`config.mk`:
```
export PLATFORM = sky130hd
export DESIGN_NAME = count_display_flat
export DESIGN_NICKNAME = d
export VERILOG_FILES = /design/src/rtl/count_display_pkg.sv /design/src/rtl/count_display_if.sv /design/src/rtl/count_display_seg7_decode.sv /design/src/rtl/count_display.sv /design/src/flat_wrapper.sv
export SDC_FILE = /design/constraint.sdc
export NUM_CORES = 1
export LEC_CHECK = 0
export ABC_AREA = 1
export CELL_PAD_IN_SITES_DETAIL_PLACEMENT = 1
export CELL_PAD_IN_SITES_GLOBAL_PLACEMENT = 1
export CORE_UTILIZATION = 35
export CTS_BUF_LIST = sky130_fd_sc_hd__clkbuf_8
export CTS_CLUSTER_SIZE = 40
export DETAILED_ROUTE_END_ITERATION = 12
export PLACE_DENSITY_LB_ADDON = 0.2
export SYNTH_ARGS = -nofsm -noshare
export SYNTH_HDL_FRONTEND = slang
export SYNTH_SLANG_ARGS = --single-unit
export TNS_END_PERCENT = 5
```
`constraint.sdc`:
```
create_clock -name clk -period 3.1 [get_ports clk]
set_clock_uncertainty 0.05 [all_clocks]
set_input_delay 0.465 -clock clk [delete_from_list [all_inputs] [get_ports clk]]
set_output_delay 0.465 -clock clk [all_outputs]
set_load 0.05 [all_outputs]
```
`src/rtl/count_display_pkg.sv`:
```
// Shared types and constants for the count_display block: FSM states,
// active-low seven-segment glyphs, anode patterns and a BCD adjust helper.
package count_display_pkg;

    typedef enum logic [1:0] {
        IDLE = 2'd0,
        CONV = 2'd1,
        DONE = 2'd2
    } state_t;

    localparam logic [6:0] SEG_0     = 7'h40;
    localparam logic [6:0] SEG_1     = 7'h79;
    localparam logic [6:0] SEG_2     = 7'h24;
    localparam logic [6:0] SEG_3     = 7'h30;
    localparam logic [6:0] SEG_4     = 7'h19;
    localparam logic [6:0] SEG_5     = 7'h12;
    localparam logic [6:0] SEG_6     = 7'h02;
    localparam logic [6:0] SEG_7     = 7'h78;
    localparam logic [6:0] SEG_8     = 7'h00;
    localparam logic [6:0] SEG_9     = 7'h10;
    localparam logic [6:0] SEG_U     = 7'h41;
    localparam logic [6:0] SEG_D     = 7'h21;
    localparam logic [6:0] SEG_BLANK = 7'h7F;

    localparam logic [3:0] AN_DIG0 = 4'b1110;
    localparam logic [3:0] AN_DIG1 = 4'b1101;
    localparam logic [3:0] AN_DIG2 = 4'b1011;
    localparam logic [3:0] AN_DIG3 = 4'b0111;
    localparam logic [3:0] AN_OFF  = 4'b1111;

    // Double-dabble correction: a nibble of 5 or more would overflow past 9 once doubled.
    function automatic logic [3:0] add3(input logic [3:0] n);
        return (n >= 4'd5) ? (n + 4'd3) : n;
    endfunction

endpackage

```
`src/rtl/count_display_if.sv`:
```
// Signal bundle between the counter side (master) and the display stage (slave).
// bcd_valid is a one-cycle strobe with no back-pressure: bcd is stable from that cycle until the next strobe.
interface count_display_if;
    import count_display_pkg::*;

    logic [7:0]  count;
    logic        direction;
    logic        pause;
    logic [3:0]  an;
    logic [6:0]  seg;
    logic        dp;
    logic [11:0] bcd;
    logic        bcd_valid;
    state_t      dbg_state;

    modport master (
        output count, direction, pause,
        input  an, seg, dp, bcd, bcd_valid, dbg_state
    );

    modport slave (
        input  count, direction, pause,
        output an, seg, dp, bcd, bcd_valid, dbg_state
    );

endinterface

```
`src/rtl/count_display_seg7_decode.sv`:
```
// Combinational BCD digit to active-low seven-segment pattern {g,f,e,d,c,b,a};
// non-decimal codes and the blank flag both give an unlit digit.
module seg7_decode
    import count_display_pkg::*;
(
    input  logic [3:0] i_bcd,
    input  logic       i_blank,
    output logic [6:0] o_seg
);

    always_comb begin
        o_seg = SEG_BLANK;
        if (!i_blank) begin
            case (i_bcd)
                4'd0:    o_seg = SEG_0;
                4'd1:    o_seg = SEG_1;
                4'd2:    o_seg = SEG_2;
                4'd3:    o_seg = SEG_3;
                4'd4:    o_seg = SEG_4;
                4'd5:    o_seg = SEG_5;
                4'd6:    o_seg = SEG_6;
                4'd7:    o_seg = SEG_7;
                4'd8:    o_seg = SEG_8;
                4'd9:    o_seg = SEG_9;
                default: o_seg = SEG_BLANK;
            endcase
        end
    end

endmodule

```
`src/rtl/count_display.sv`:
```
// Display stage: sequential double-dabble of count into BCD, then a 4-digit multiplexed scan.
// Define COUNT_DISPLAY_LZB_EN to blank leading zeros on the hundreds and tens digits.
module count_display
    import count_display_pkg::*;
#(
    parameter int REFRESH_DIV = 100000
) (
    input  logic            clk,
    input  logic            rst,
    count_display_if.slave  bus
);

    localparam int RW = (REFRESH_DIV > 2) ? $clog2(REFRESH_DIV) : 1;
    localparam logic [RW-1:0] REFRESH_MAX = RW'(REFRESH_DIV - 1);

    state_t      r_state;
    state_t      w_state_next;
    logic [7:0]  r_last_loaded;
    logic [7:0]  r_shift;
    logic [11:0] r_scratch;
    logic [2:0]  r_iter;
    logic [11:0] r_bcd;
    logic        r_bcd_valid;
    logic [11:0] w_adj;
    logic [19:0] w_shifted;

    assign w_adj     = {add3(r_scratch[11:8]), add3(r_scratch[7:4]), add3(r_scratch[3:0])};
    assign w_shifted = {w_adj[10:0], r_shift, 1'b0};

    always_comb begin
        w_state_next = r_state;
        case (r_state)
            IDLE:    if (bus.count != r_last_loaded) w_state_next = CONV;
            CONV:    if (r_iter == 3'd7) w_state_next = DONE;
            DONE:    w_state_next = IDLE;
            default: w_state_next = IDLE;
        endcase
    end

    always_ff @(posedge clk) begin
        if (!rst) begin
            r_state       <= IDLE;
            r_last_loaded <= 8'd0;
            r_shift       <= 8'd0;
            r_scratch     <= 12'd0;
            r_iter        <= 3'd0;
            r_bcd         <= 12'd0;
            r_bcd_valid   <= 1'b0;
        end else begin
            r_state     <= w_state_next;
            r_bcd_valid <= 1'b0;
            case (r_state)
                IDLE: begin
                    // Changes seen while busy are only picked up here, so only the newest value converts.
                    if (bus.count != r_last_loaded) begin
                        r_shift       <= bus.count;
                        r_last_loaded <= bus.count;
                        r_scratch     <= 12'd0;
                        r_iter        <= 3'd0;
                    end
                end
                CONV: begin
                    r_scratch <= w_shifted[19:8];
                    r_shift   <= w_shifted[7:0];
                    r_iter    <= r_iter + 3'd1;
                end
                DONE: begin
                    r_bcd       <= r_scratch;
                    r_bcd_valid <= 1'b1;
                end
                default: ;
            endcase
        end
    end

    logic [RW-1:0] r_refresh;
    logic [1:0]    r_sel;

    always_ff @(posedge clk) begin
        if (!rst) begin
            r_refresh <= '0;
            r_sel     <= 2'd0;
        end else if (r_refresh == REFRESH_MAX) begin
            r_refresh <= '0;
            r_sel     <= r_sel + 2'd1;
        end else begin
            r_refresh <= r_refresh + 1'b1;
        end
    end

    logic [3:0] w_nibble;
    logic       w_blank;
    logic [6:0] w_dec_seg;
    logic [6:0] w_seg_next;
    logic [3:0] w_an_next;
    logic       w_hund_zero;
    logic       w_tens_zero;

    assign w_hund_zero = (r_bcd[11:8] == 4'd0);
    assign w_tens_zero = (r_bcd[7:4] == 4'd0);

    always_comb begin
        w_nibble  = r_bcd[3:0];
        w_blank   = 1'b0;
        w_an_next = AN_DIG0;
        case (r_sel)
            2'd0: begin
                w_nibble  = r_bcd[3:0];
                w_an_next = AN_DIG0;
            end
            2'd1: begin
                w_nibble  = r_bcd[7:4];
                w_an_next = AN_DIG1;
`ifdef COUNT_DISPLAY_LZB_EN
                w_blank   = w_hund_zero && w_tens_zero;
`else
                w_blank   = 1'b0;
`endif
            end
            2'd2: begin
                w_nibble  = r_bcd[11:8];
                w_an_next = AN_DIG2;
`ifdef COUNT_DISPLAY_LZB_EN
                w_blank   = w_hund_zero;
`else
                w_blank   = 1'b0;
`endif
            end
            default: begin
                w_nibble  = 4'd0;
                w_an_next = AN_DIG3;
            end
        endcase
    end

    seg7_decode u_seg7_decode (
        .i_bcd   (w_nibble),
        .i_blank (w_blank),
        .o_seg   (w_dec_seg)
    );

    // Digit 3 carries the live direction glyph rather than a numeral.
    assign w_seg_next = (r_sel == 2'd3) ? (bus.direction ? SEG_U : SEG_D) : w_dec_seg;

    logic [3:0] r_an;
    logic [6:0] r_seg;
    logic       r_dp;

    always_ff @(posedge clk) begin
        if (!rst) begin
            r_an  <= AN_OFF;
            r_seg <= SEG_BLANK;
            r_dp  <= 1'b1;
        end else begin
            r_an  <= w_an_next;
            r_seg <= w_seg_next;
            r_dp  <= !((r_sel == 2'd3) && bus.pause);
        end
    end

    assign bus.an        = r_an;
    assign bus.seg       = r_seg;
    assign bus.dp        = r_dp;
    assign bus.bcd       = r_bcd;
    assign bus.bcd_valid = r_bcd_valid;
    assign bus.dbg_state = r_state;

endmodule
```
`src/flat_wrapper.sv`:
```
// flat-port wrapper written by rule: the top's interface ports become plain ports
module count_display_flat import count_display_pkg::*;
#(
    parameter int REFRESH_DIV = 100000
)
  (clk, rst, bus_count, bus_direction, bus_pause, bus_an, bus_seg, bus_dp, bus_bcd, bus_bcd_valid, bus_dbg_state);
  count_display_if bus_i ();
  input  logic clk;
  input  logic rst;
  input wire logic [$bits(bus_i.count)-1:0] bus_count;
  input wire logic [$bits(bus_i.direction)-1:0] bus_direction;
  input wire logic [$bits(bus_i.pause)-1:0] bus_pause;
  output wire logic [$bits(bus_i.an)-1:0] bus_an;
  output wire logic [$bits(bus_i.seg)-1:0] bus_seg;
  output wire logic [$bits(bus_i.dp)-1:0] bus_dp;
  output wire logic [$bits(bus_i.bcd)-1:0] bus_bcd;
  output wire logic [$bits(bus_i.bcd_valid)-1:0] bus_bcd_valid;
  output wire logic [$bits(bus_i.dbg_state)-1:0] bus_dbg_state;
  assign bus_i.count = bus_count;
  assign bus_i.direction = bus_direction;
  assign bus_i.pause = bus_pause;
  assign bus_an = bus_i.an;
  assign bus_seg = bus_i.seg;
  assign bus_dp = bus_i.dp;
  assign bus_bcd = bus_i.bcd;
  assign bus_bcd_valid = bus_i.bcd_valid;
  assign bus_dbg_state = bus_i.dbg_state;
  count_display #(.REFRESH_DIV(REFRESH_DIV)) u_core (.clk(clk), .rst(rst), .bus(bus_i));
endmodule
```
# Yosys cells after proc, flatten, opt, wreduce, memory -nomap -nowiden

Memory sizes are Yosys's and may differ from the RTL's.
Cells that the tools add are included.

Register bits after elaboration: 77
ROM bits: 112
Bits of input ports: 12
Output and inout bits: 27
Logic and storage cells: 59
Memories: 1

Memory list:

| memory          | words | width | rd ports | clocked after memory_dff | write ports | line                            | text |
|---|---|---|---|---|---|---|---|
| (no name shown) | 16    | 7     | 1        | 0                        | 0           | count_display_seg7_decode.sv:14 | `case (i_bcd)` |

Add/sub/neg operators: 6
Magnitude comparators: 3
Eq/ne operators: 10
Muxes and demuxes: 17
Bitwise operators: 1
Reductions and logical operators: 9

Operators by type and width:

| cell                    | number |
|---|---|
| $pmux W12 S2            | 1 |
| $pmux W4 S3             | 2 |
| $add A17 B1 Y17 const B | 1 |
| $eq A17 B17 Y1 const B  | 1 |
| $pmux W8 S2             | 1 |
| $mux W7                 | 2 |
| $ge A4 B3 Y1 const B    | 3 |
| $mux W12                | 1 |
| $add A4 B2 Y4 const B   | 2 |
| $mux W4                 | 2 |
| $mux W8                 | 1 |
| $ne A8 B8 Y1            | 1 |
| $eq A2 B2 Y1 const B    | 3 |
| $mux W3                 | 2 |
| $pmux W3 S2             | 1 |
| $reduce_and A2 Y1       | 3 |
| $eq A2 B1 Y1 const B    | 2 |
| $logic_not A2 Y1        | 2 |
| $mux W2                 | 2 |
| $ne A2 B1 Y1 const B    | 2 |
| $pmux W2 S2             | 1 |
| $add A3 B1 Y3 const B   | 1 |
| $add A3 B2 Y3 const B   | 1 |
| $eq A3 B3 Y1 const B    | 1 |
| other kinds (7)         | 7 |

# Depth between registers and ports, before layout

An unclocked memory read counts as a cell.

Depth in word-level cells: 4
Mapped depth: 12
Mapped depth without buffers: 12

# Modules after synthesis

Synthesis repeated with hierarchy kept, for this count alone.

Cell total of the unflattened synthesis: 502
Area, all modules: 3792.4 um2

Modules (own cells, without submodules):

| module        | instances | cells each | area an instance (um2) | sequential area each (um2) |
|---|---|---|---|---|
| count_display | 1         | 465        | 3588.4                 | 1541.5 |
| seg7_decode   | 1         | 37         | 203.9                  | 0.0 |

# Worst setup path after synthesis

OpenSTA, ideal clock, no wires.

Path kind: register -> register
Start: register u_core.r_sel[0]
End: register u_core.r_seg[3], in the netlist u_core.bus.seg[3]
Setup time: 126 ps
Arrival time: 1840 ps
Data required time: 2924 ps
Path slack: 1084 ps
Cell stages (with the launch flop): 13
Path buffers: 0
Period minus slack after synthesis: 2016 ps
Cell sequence: dfxtp_1 inv_1 ha_1 nand2_1 nand3_1 nand2_1 inv_1 ha_1 or2_2 o21ai_0 nand2_1 nand2_1 nand2_1

Word-level cells in the longest chain between the ends: 4
Elaborated cells on any way between the ends: 7
Those cells by class: 3 x eq/ne; 2 x mux; 1 x reduce/logical; 1 x memory

Ends and longest elaborated chain:

| element                              | line                 | text |
|---|---|---|
| from (decl)                          | count_display.sv:77  | `logic [1:0] r_sel;` |
| from (signal assigned)               | count_display.sv:85  | `r_sel <= r_sel + 2'd1;` |
| $eq A2 B2 Y1 (tied with other cells) | count_display.sv:106 | `case (r_sel)` |
| $pmux W4 S3                          | count_display.sv:106 |  |
| $mem_v2 Z16 W7                       | --                   |  |
| $mux W7 *                            | count_display.sv:143 | `assign w_seg_next = (r_sel == 2'd3) ? (bus.direction ? SEG_U : SEG_D) : w_dec_seg;` |
| to (signal assigned)                 | count_display.sv:156 | `r_seg <= w_seg_next;` |
| to (decl)                            | count_display.sv:146 | `logic [6:0] r_seg;` |

Every way passes the cells marked *; elsewhere a longest branch is shown, timed or not.
A chain may end at the register's enable or synchronous reset.

# Worst setup path after layout

Same ends and word-level chain as after synthesis.

==> summary.txt <==
Placement
  – DP Wirelength: 6.22 mm
  – Post-Place Setup Slack: 709 ps
  – # port buffers: 38
  – Routability Congestion: 0.744
  – Placed cell area: 4270 um2

STA
  – Rel. slew slack: 0.542
  – Fin crit share: 0.718
  – Final-report hold violation count: 0
  – Fin Hold WS: 413 ps
  – Worst Tran Pin Value: 687 ps
  – Fin crit period: 2230 ps
  – Setup TNS: 0 ps
  – Final max-slew violation count: 0
  – Peak Freq: 449 MHz
  – Final setup fails: 0
  – Post-route setup slack: 873 ps
  – RSZ-0062 raised after global routing: false

Logic synthesis
  – Yosys cell types: 30
  – Synth Instances: 494
  – Seq/Total Area, Yosys: 0.405
  – Yosys reg bits: 77
  – Synth warn: 0
  – Mapped Area: 3810 um2
  – Mean Syn Cell Area: 7.71 um2
  – Syn nets: 527

Worst setup path
  – Critical Path Stages: 12
  – Critical path required time: 3290 ps
  – Startpoint Class: register
  – Cell family with most CP delay: simple AND/OR/NAND/NOR gates
  – Worst-path cell chain: inv_1, ha_1, nand2_1, nand3_1, nand2_1, inv_1, ha_1, or2_2, o21ai_0, nand2_1, nand2_1, nand2_1
  – Crit path max fanout: 5
  – Cell with the largest stage delay on the worst path: dfxtp_1
  – Max incr delay on CP: 390 ps
  – Arrival time at the worst endpoint: 2410 ps
  – Critical path class: register to register
  – Critical path capture point type: register
  – R2R depth: 12
  – Critical Path Most Common Cell: nand2_1
  – Crit path buf inv count: 2

Cells and area
  – Commonest cells after routing, fill and taps aside: nand2_1 (110), dfxtp_1 (77), a21oi_1 (46)
  – Area delta synth->final: 17.5%
  – Layout fillers: 1,309
  – Nets: 563
  – Final Instance Area: 4470 um2
  – Most common cell after layout, fill and taps aside: nand2_1
  – Layout cell share with drive strength beyond 1: 0.125
  – N_diodes: 0

Clocking
  – CTS tree: built
  – Post-CTS Resized: 0
  – Root Driver: clkbuf_8
  – Worst-path clk slew: 90 ps
  – Cts hold-fix bufs: 0
  – CTS buffer count: 9
  – H-tree depth: 3
  – Clock latency on the worst-skew pair: 350 ps
  – Clock sink total: 77
  – Worst-case clock buffer depth: 2
  – Number of setup buffers added after CTS: 0

Pwr
  – Max IR drop VDD: 0.172 mV
  – Pwr dens: 450 nW/um2
  – Lkg Pwr: 1.71 nW

Detailed routing
  – Antenna Nets Post-Route: 0
  – Via density: 4.89
  – Drt first pass iters: 4
  – Vias: 3,281
  – DR DRC count: 0
  – Number of DRC markers in iteration 0: 88
  – Routed wire length: 8.77 mm
  – Routed length per instance: 13.1 um

Outcome
  – Status: finished, final reports clean

Die
  – Chip height: 106 um
  – Row count: 37
  – Total core area: 10,400 um2
  – Die ar.: 11,300 um2
  – Initial Util: 0.366
  – Ports: 39
  – Die Wd: 106 um

GRT
  – Initial antenna violation count: 0
  – First-pass GRT wire length: 15.4 mm
  – Largest net degree at the start of global routing: 34
  – GRT Residual Overflow: 0
  – Vias in the first global route: 3,352
  – All-Layer GR Usage: 0.167

Hold path
  – Hold Crit Depth: 1
  – Hold Path Class: register to register

Run
  – Max-cap violations: 0
[synthesized netlist by cell type]
| cell | n | area (um2) |
|---|---|---|
| nor3b_1 | 2 | 15.0 |
| buf_12 | 3 | 60.1 |
| inv_2 | 5 | 18.8 |
| inv_1 | 42 | 158 |
| nand4_1 | 7 | 43.8 |
| clkbuf_1 | 11 | 41.3 |
| nand2_4 | 3 | 33.8 |
| nand4_2 | 1 | 12.5 |
| buf_2 | 2 | 10.0 |
| nor4_1 | 2 | 12.5 |
| ha_1 | 21 | 263 |
| nor3_1 | 3 | 15.0 |
| nand3_1 | 43 | 215 |
| nor2_2 | 4 | 25.0 |
| o21ai_0 | 38 | 190 |
| nand2_2 | 5 | 31.3 |
| or2_0 | 3 | 18.8 |
| buf_4 | 1 | 7.51 |
| nand2_1 | 110 | 413 |
| a21oi_2 | 13 | 114 |
| nand3_2 | 12 | 120 |
| o221ai_1 | 1 | 8.76 |
| xor2_1 | 3 | 26.3 |
| nor3_2 | 1 | 10.0 |
| a21oi_1 | 46 | 230 |
| buf_6 | 1 | 11.3 |
| dfxtp_1 | 77 | 1540 |
| or2_2 | 2 | 12.5 |
| xnor2_1 | 6 | 52.6 |
| nor2_1 | 26 | 97.6 |
[worst paths after layout]
kind / start / end / slack [ps]
min reg2reg: u_core.r_iter[0] / u_core.r_iter[0] / 410
max: u_core.r_sel[0] / u_core.bus.seg[3] / 870
max reg2reg: u_core.r_sel[0] / u_core.bus.seg[3] / 870
min: u_core.r_iter[0] / u_core.r_iter[0] / 410
[cell families after synthesis]
logic type,count (synthesis),share of synthesized area
AO/OA/AOI/OAI,98,0.143
XOR/XNOR,9,0.0207
adder cells (fa/ha/maj),21,0.0690
buffers and inverters,65,0.0805
flip-flops,77,0.405
AND/OR/NAND/NOR,224,0.283
[per-layer routing]
metal,global-route usage,up-vias,wire [um]
met5,0,-,0
met4,0.0625,0,104
met3,0.0239,10,161
met2,0.280,28,4110
met1,0.218,1546,4400
li1,-,1697,-
[power breakdown]
part	internal (mW)	switching [mW]
Combinational	0.0623	0.117
Clock	0.402	0.400
Sequential	1.02	0.0164
[registers in the layout, indices dropped and copies added (netlist names)]
| register | cells |
|---|---|
| u_core.bus.an | 4 |
| u_core.bus.bcd | 12 |
| u_core.bus.bcd_valid | 1 |
| u_core.bus.dbg_state | 2 |
| u_core.bus.dp | 1 |
| u_core.bus.seg | 7 |
| u_core.r_iter | 3 |
| u_core.r_last_loaded | 8 |
| u_core.r_refresh | 17 |
| u_core.r_scratch | 12 |
| u_core.r_sel | 2 |
| u_core.r_shift | 8 |
[through the flow]
step / std cells / power (mW) / utilization
after floorplan: 494 / 1.19 / -
after global placement: 655 / 1.23 / 0.410
after detailed placement: 655 / 1.24 / 0.410
after CTS: 671 / 2.05 / 0.430
after global routing: 671 / 2.11 / 0.430
final: 671 / 2.01 / 0.430
[cell type report]
class / instances / area, um2 / area share
clock buffer: 10 / 138 / 0.0308
clock inverter: 6 / 70.1 / 0.0157
sequential: 77 / 1540 / 0.345
multi-input combinational: 352 / 1960 / 0.438
timing repair buffer: 43 / 418 / 0.0934
inverter: 47 / 176 / 0.0394
tap: 136 / 170 / 0.0380
Note: power is estimated with default switching activity, not from simulation.
